$ cat config.mk
export PLATFORM = sky130hd
export DESIGN_NAME = demux1_16_buf
export DESIGN_NICKNAME = d
export VERILOG_FILES = /design/src/rtl/demux1_16_buf.sv
export SDC_FILE = /design/constraint.sdc
export NUM_CORES = 1
export LEC_CHECK = 0
export ABC_CLOCK_PERIOD_IN_PS = 19400
export CORE_MARGIN = 4
export CORE_UTILIZATION = 25
export CTS_BUF_LIST = sky130_fd_sc_hd__clkbuf_16
export CTS_CLUSTER_DIAMETER = 150
export DETAILED_ROUTE_END_ITERATION = 6
export PLACE_DENSITY = 0.58
export SLEW_MARGIN = 15
export SYNTH_ARGS = -nofsm -noshare
export SYNTH_HDL_FRONTEND = slang
export SYNTH_SLANG_ARGS = --single-unit
$ cat constraint.sdc
create_clock -name clk -period 19.4 [get_ports clk]
set_input_delay 2.91 -clock clk [delete_from_list [all_inputs] [get_ports clk]]
set_output_delay 2.91 -clock clk [all_outputs]
set_load 0.01 [all_outputs]
$ cat src/rtl/demux1_16_buf.sv
// demux1_16_buf: registered 1:16 demux with sixteen 1-deep valid/ready buffers.
// Define DEMUX_STATS_EN to add the 16-bit wrapping acc_count output.
module demux1_16_buf #(
    parameter int DATA_W = 32
) (
    input  logic                   clk,
    input  logic                   clr,
    input  logic                   in_valid,
    output logic                   in_ready,
    input  logic [3:0]             in_sel,
    input  logic [DATA_W-1:0]      in_data,
    output logic [15:0]            out_valid,
    input  logic [15:0]            out_ready,
    output logic [16*DATA_W-1:0]   out_data
`ifdef DEMUX_STATS_EN
    ,
    output logic [15:0]            acc_count
`endif
);

    logic [15:0]       full;
    logic [DATA_W-1:0] data_q [16];
    logic              acc;
    logic [15:0]       load;
    logic [15:0]       drn;

    // Ready looks only at the selected channel, never at in_valid.
    assign in_ready = ~full[in_sel] | out_ready[in_sel];
    assign acc      = in_valid & in_ready;
    assign drn      = full & out_ready;

    always_comb begin
        load = '0;
        if (acc) begin
            load[in_sel] = 1'b1;
        end
    end

    // A load wins over a drain on the same channel: that is the bubble-free refill.
    always_ff @(posedge clk or posedge clr) begin
        if (clr) begin
            full <= '0;
            for (int i = 0; i < 16; i++) begin
                data_q[i] <= '0;
            end
        end else begin
            for (int i = 0; i < 16; i++) begin
                if (load[i]) begin
                    data_q[i] <= in_data;
                    full[i]   <= 1'b1;
                end else if (drn[i]) begin
                    full[i]   <= 1'b0;
                end
            end
        end
    end

    assign out_valid = full;

    for (genvar g = 0; g < 16; g++) begin : g_out
        assign out_data[g*DATA_W +: DATA_W] = data_q[g];
    end

`ifdef DEMUX_STATS_EN
    always_ff @(posedge clk or posedge clr) begin
        if (clr) begin
            acc_count <= '0;
        end else if (acc) begin
            acc_count <= acc_count + 16'd1;
        end
    end
`endif

endmodule

==> key figures, run 1 <==
Routing
  – DR pass1 iterations: 4
  – Final WL: 70100 µm
  – DRC Markers: 0
  – Total number of vias: 12.7k
  – DR WL/cell: 24.0 µm
  – Iteration-0 DRC Markers: 463
  – Vias per Instance: 4.36
  – Routed Antenna Nets: 0

Power and ir drop
  – Leak: 12.6 nW
  – P per Cell Area: 128 nW/µm²
  – Net Sw Frac: 28.2%
  – Switch Pwr: 1.06 mW
  – Gate power share: 30.4%
  – Worst IR Drop VDD: 0.0746 mV
  – Reg power frac: 40.8%
  – Clock share of power: 28.9%
  – Int Pwr: 2.70 mW

Global route
  – Largest net degree at the start of global routing: 173
  – Vias in the first global route: 14.0k
  – First-pass GRT wire length: 101000 µm
  – Antenna violations before repair: 6
  – Total track usage: 15.6%
  – Grt ovf: 0

Cells and area
  – Multi-input gate area: 6820 µm²
  – Final std cells w/o fill: 2918
  – Layout filler cell count: 7836
  – Most frequent cells in the layout: clkdlybuf4s50_1, dfrtp_1, mux2_2
  – Share of cells above drive strength 1: 32.0%
  – Most common cell after layout, fill and taps aside: clkdlybuf4s50_1
  – Synth-to-layout area growth: 41.8%
  – FF/Latch Area: 13200 µm²
  – Nets: 1853

Min path
  – HP Class: reg2reg

CTS
  – CTS sink count: 528
  – H-tree depth: 2
  – Post-CTS Hold Buffers: 0
  – Clk_lat worst skew: 610 ps
  – Clock root cell: clkbuf_16
  – CTS resizes: 0
  – Post-CTS Setup Bufs: 0
  – CTS Buffer Depth: 3
  – CTS tree: built
  – Num CTS Buffers: 60
  – Clock transition at path regs: 60 ps

Yosys
  – Syn avg cell area: 16.9 µm²
  – Synthesized area: 20700 µm²
  – Syn Inst Count: 1224
  – Post-Syn Nets: 1279
  – #FFs+latches synth: 528
  – YS warnings: 0
  – Yosys cell types: 27
  – Seq/Total Area, Yosys: 63.8%
  – Main flop type after synthesis: dfrtp_1
  – Number of enable flip-flop cells after synthesis: 0
  – Synth async-reset ratio: 100%

Setup path
  – Setup crit start kind: input port
  – Critical Path RT: 16490 ps
  – Worst path arrival time: 5790 ps
  – Critical Path Sink Type: primary output
  – Max FO, Critical Path: 16
  – CP Class: in2out

STA
  – Period utilization: 44.8%
  – Pins Over Slew Limit: 0
  – RSZ-0062 raised after global routing: no
  – Minimum clock period: 8700 ps
  – Final Setup Violations: 0
  – Setup Total Neg Slack: 0 ps
  – Layout Skew: 29.0 ps
  – Worst Tran Pin Value: 1150 ps
  – FMAX: 115 MHz
  – Slew headroom: 23.0%
  – Endpoints failing hold: 0

Floorplanning
  – Starting density of the core: 25.2%
  – Num rows: 105
  – Die area: 87500 µm²
  – Die height: 296 µm
  – Chip width: 296 µm
  – Ports: 584
  – Core area: 82100 µm²

Placement
  – IO buf count: 583
  – Final RePlAce weighted congestion: 0.767
  – Detailed Place HPWL: 48400 µm
  – Post-Place Cells: 2806

Status
  – Status: finished clean

Job
  – Maxcap violations: 0
-- final cells by class --
type                            count  area share [%]
Sequential cell                   528            45.0
Multi-Input combinational cell    584            23.2
Timing Repair Buffer              605            20.5
Clock buffer                       61            5.20
Tap cell                         1070            4.56
Clock inverter                     49            1.20
Inverter                           19           0.268
Antenna cell                        2          0.0170
-- synthesized netlist by cell type (8+ instances only) --
| cell | number | share of area (%) |
|---|---|---|
| buf_2 | 14 | 0.34 |
| buf_4 | 29 | 1.1 |
| buf_6 | 15 | 0.82 |
| clkbuf_1 | 34 | 0.62 |
| dfrtp_1 | 528 | 64 |
| inv_1 | 19 | 0.34 |
| mux2_1 | 52 | 2.8 |
| mux2_2 | 373 | 20 |
| mux2_4 | 87 | 6.3 |
| mux4_2 | 8 | 0.87 |
| nand2_1 | 10 | 0.18 |
| nor2_1 | 10 | 0.18 |
| o21ai_0 | 10 | 0.24 |
| o21ai_4 | 9 | 0.71 |
-- kinds of logic after synthesis --
kind of cell	share of synthesized area, %
buffers and inverters	3.26
AND/OR/NAND/NOR	0.792
multiplexers	30.3
flip-flops	63.8
AO/OA/AOI/OAI	1.85
-- power by group through the flow --
| stage | Sequential (mW) | Clock (mW) | Combinational (mW) |
|---|---|---|---|
| 2_1_floorplan | 1.66 | 0 | 0.305 |
| 3_3_place_gp | 1.54 | 0 | 1.15 |
| 3_5_place_dp | 1.55 | 0 | 1.15 |
| 4_1_cts | 1.54 | 1.12 | 1.16 |
| 5_1_grt | 1.57 | 1.17 | 1.21 |
| 6_report | 1.53 | 1.09 | 1.14 |
-- worst max-delay path: stages --
cell	delay, ps
clkdlybuf4s50_1	1170
mux4_2	410
nand3_1	120
nand4_2	240
nand2_1	310
clkdlybuf4s50_1	600
-- final timing paths --
path                                  to  cells past startpoint          start  slack, ps
hold reg to reg            out_data[117]                      1  out_data[117]        490
max in group asynchronous  out_data[367]                      3            clr      14850
setup reg to reg            out_data[28]                      5  out_valid[11]      15740
hold / removal             out_data[117]                      1  out_data[117]        490
setup / recovery                in_ready                      6      in_sel[1]      10700
min in group asynchronous   out_data[84]                      2            clr       2950
-- through the flow --
step	worst slack, ps	hold slack [ps]	total power [mW]	utilization (%)	instance area [µm²]
floorplan	1740	532	1.97	-	20700
global placement	10720	474	2.68	33.5	27500
detailed placement	10690	481	2.71	33.5	27500
CTS	10700	493	3.82	35.8	29400
global route	10610	502	3.95	35.8	29400
finish	10700	488	3.76	35.8	29400
-- sequential cells by signal (all words and copies together) (netlist names) --
register	flops
out_data	512
out_valid	16
-- metal layers --
layer	global-route usage (%)	vias to the layer above	routed length, µm
met2	26.3	468	33800
met5	0	-	0
met3	5.26	104	6490
met4	4.68	0	2050
li1	-	5462	-
met1	19.0	6700	27700
(Power assumes the default switching activity.)
==> run 2, diff against run 1 <==
ABC_CLOCK_PERIOD_IN_PS = 8000   (was 19400)
PLACE_DENSITY = 0.6   (was 0.58)
clock period = 8 ns   (was 19.4 ns; I/O delays follow)
==> key figures, run 2 (synthesized netlist as in run 1, its figures left out) <==
CTS
  – Num CTS Buffers: 59
  – CTS resizes: 0
  – Clock root cell: clkbuf_16
  – CTS Buffer Depth: 3
  – CTS tree: built
  – Post-CTS Hold Buffers: 0
  – H-tree depth: 2
  – CTS sink count: 528
  – Post-CTS Setup Bufs: 0
  – Clock transition at path regs: 60 ps
  – Clk_lat worst skew: 600 ps

STA
  – Endpoints failing hold: 0
  – Slew headroom: 26.8%
  – Layout Skew: 25.6 ps
  – FMAX: 184 MHz
  – Final Setup Violations: 0
  – Pins Over Slew Limit: 0
  – RSZ-0062 raised after global routing: no
  – Minimum clock period: 5430 ps
  – Final setup margin: 2570 ps
  – Setup Total Neg Slack: 0 ps
  – Hold WS: 489 ps
  – Period utilization: 67.9%
  – Worst Tran Pin Value: 1090 ps

Setup path
  – Critical Path Sink Type: primary output
  – Critical Path End: in_ready
  – Reg2Reg Setup Slack: 4410 ps
  – Reg-to-Reg End: out_data[60]
  – R2R depth: 5
  – CP Class: in2out
  – Critical Path RT: 6800 ps
  – R2r startpoint: out_valid[7]
  – Worst path arrival time: 4230 ps
  – Worst setup path startpoint: in_sel[0]
  – Setup crit start kind: input port
  – Max FO, Critical Path: 16

Floorplanning
  – Chip width: 296 µm
  – Starting density of the core: 25.2%
  – Core area: 82100 µm²
  – Die area: 87500 µm²
  – Ports: 584
  – Num rows: 105
  – Die height: 296 µm

Routing
  – DR pass1 iterations: 4
  – DRC Markers: 0
  – Iteration-0 DRC Markers: 405
  – DR WL/cell: 24.1 µm
  – Vias per Instance: 4.37
  – Routed Antenna Nets: 0
  – Total number of vias: 12.8k
  – Final WL: 70300 µm

Global route
  – M2 GR Usage: 26.2%
  – Grt ovf: 0
  – Vias in the first global route: 13.8k
  – Largest net degree at the start of global routing: 154
  – GRT Max-Usage Layer: met2
  – Met1 layer usage reported by global route: 18.9%
  – First-pass GRT wire length: 100000 µm
  – Antenna violations before repair: 8
  – Total track usage: 15.6%
  – Global Route met3 Usage: 5.55%

Cells and area
  – Final std cells w/o fill: 2919
  – Most common cell after layout, fill and taps aside: clkdlybuf4s50_1
  – Most frequent cells in the layout: clkdlybuf4s50_1, dfrtp_1, mux2_2
  – Layout filler cell count: 7803
  – Share of cells above drive strength 1: 32.2%
  – Core Util, Final: 35.8%
  – Fin area: 29400 µm²
  – Synth-to-layout area growth: 41.8%
  – Max reg flops: 512
  – Nets: 1856

Power and ir drop
  – Leak: 12.6 nW
  – Worst IR Drop VDD: 0.182 mV
  – Pwr Total: 9.10 mW
  – P per Cell Area: 310 nW/µm²

Placement
  – Post-Place Cells: 2810
  – Final RePlAce weighted congestion: 0.760
  – Area after DPL: 27500 µm²
  – IO buf count: 583
  – Detailed Place HPWL: 49300 µm
  – DP Worst Slack: 2200 ps

Min path
  – HP Class: reg2reg

Job
  – Maxcap violations: 0

Status
  – Status: finished clean
==> run 2: per-layer routing <==
metal	routed length (µm)	vias to the layer above	share of wire, %
met5	42	-	0.060
met2	33800	436	48
met4	2180	8	3.1
li1	-	5464	-
met3	6190	109	8.8
met1	28100	6746	40
==> run 2: worst min-delay path by stage <==
stage,depth (start not counted),to,from
floorplan,1,out_valid[2],out_valid[2]
global placement,1,out_data[318],out_data[318]
detailed placement,1,out_data[114],out_data[114]
CTS,1,out_data[308],out_data[308]
global route,1,out_data[357],out_data[357]
finish,1,out_data[114],out_data[114]
==> run 2: area by class of cell <==
class	instances	area, µm²	share of cell area (%)
clock inverters	49	388	1.32
flip-flops and latches	528	13200	45.0
well taps	1070	1340	4.56
repair buffers	609	6060	20.6
clock buffers	59	1480	5.03
inverters	19	75.1	0.256
diodes	1	2.50	0.00852
multi-input cells	584	6820	23.2
==> run 2: worst max-delay path: stages <==
cell	delay, ps
clkdlybuf4s50_1	1170
mux4_2	610
nand3_1	140
nand4_2	250
nand2_1	160
clkdlybuf4s50_1	700
==> run 2: where the power goes <==
group / total (mW) / internal [mW] / switching [mW]
Combinational: 2.77 / 1.68 / 1.09
Clock: 2.62 / 1.53 / 1.09
Sequential: 3.72 / 3.35 / 0.371
Total: 9.10 / 6.55 / 2.55
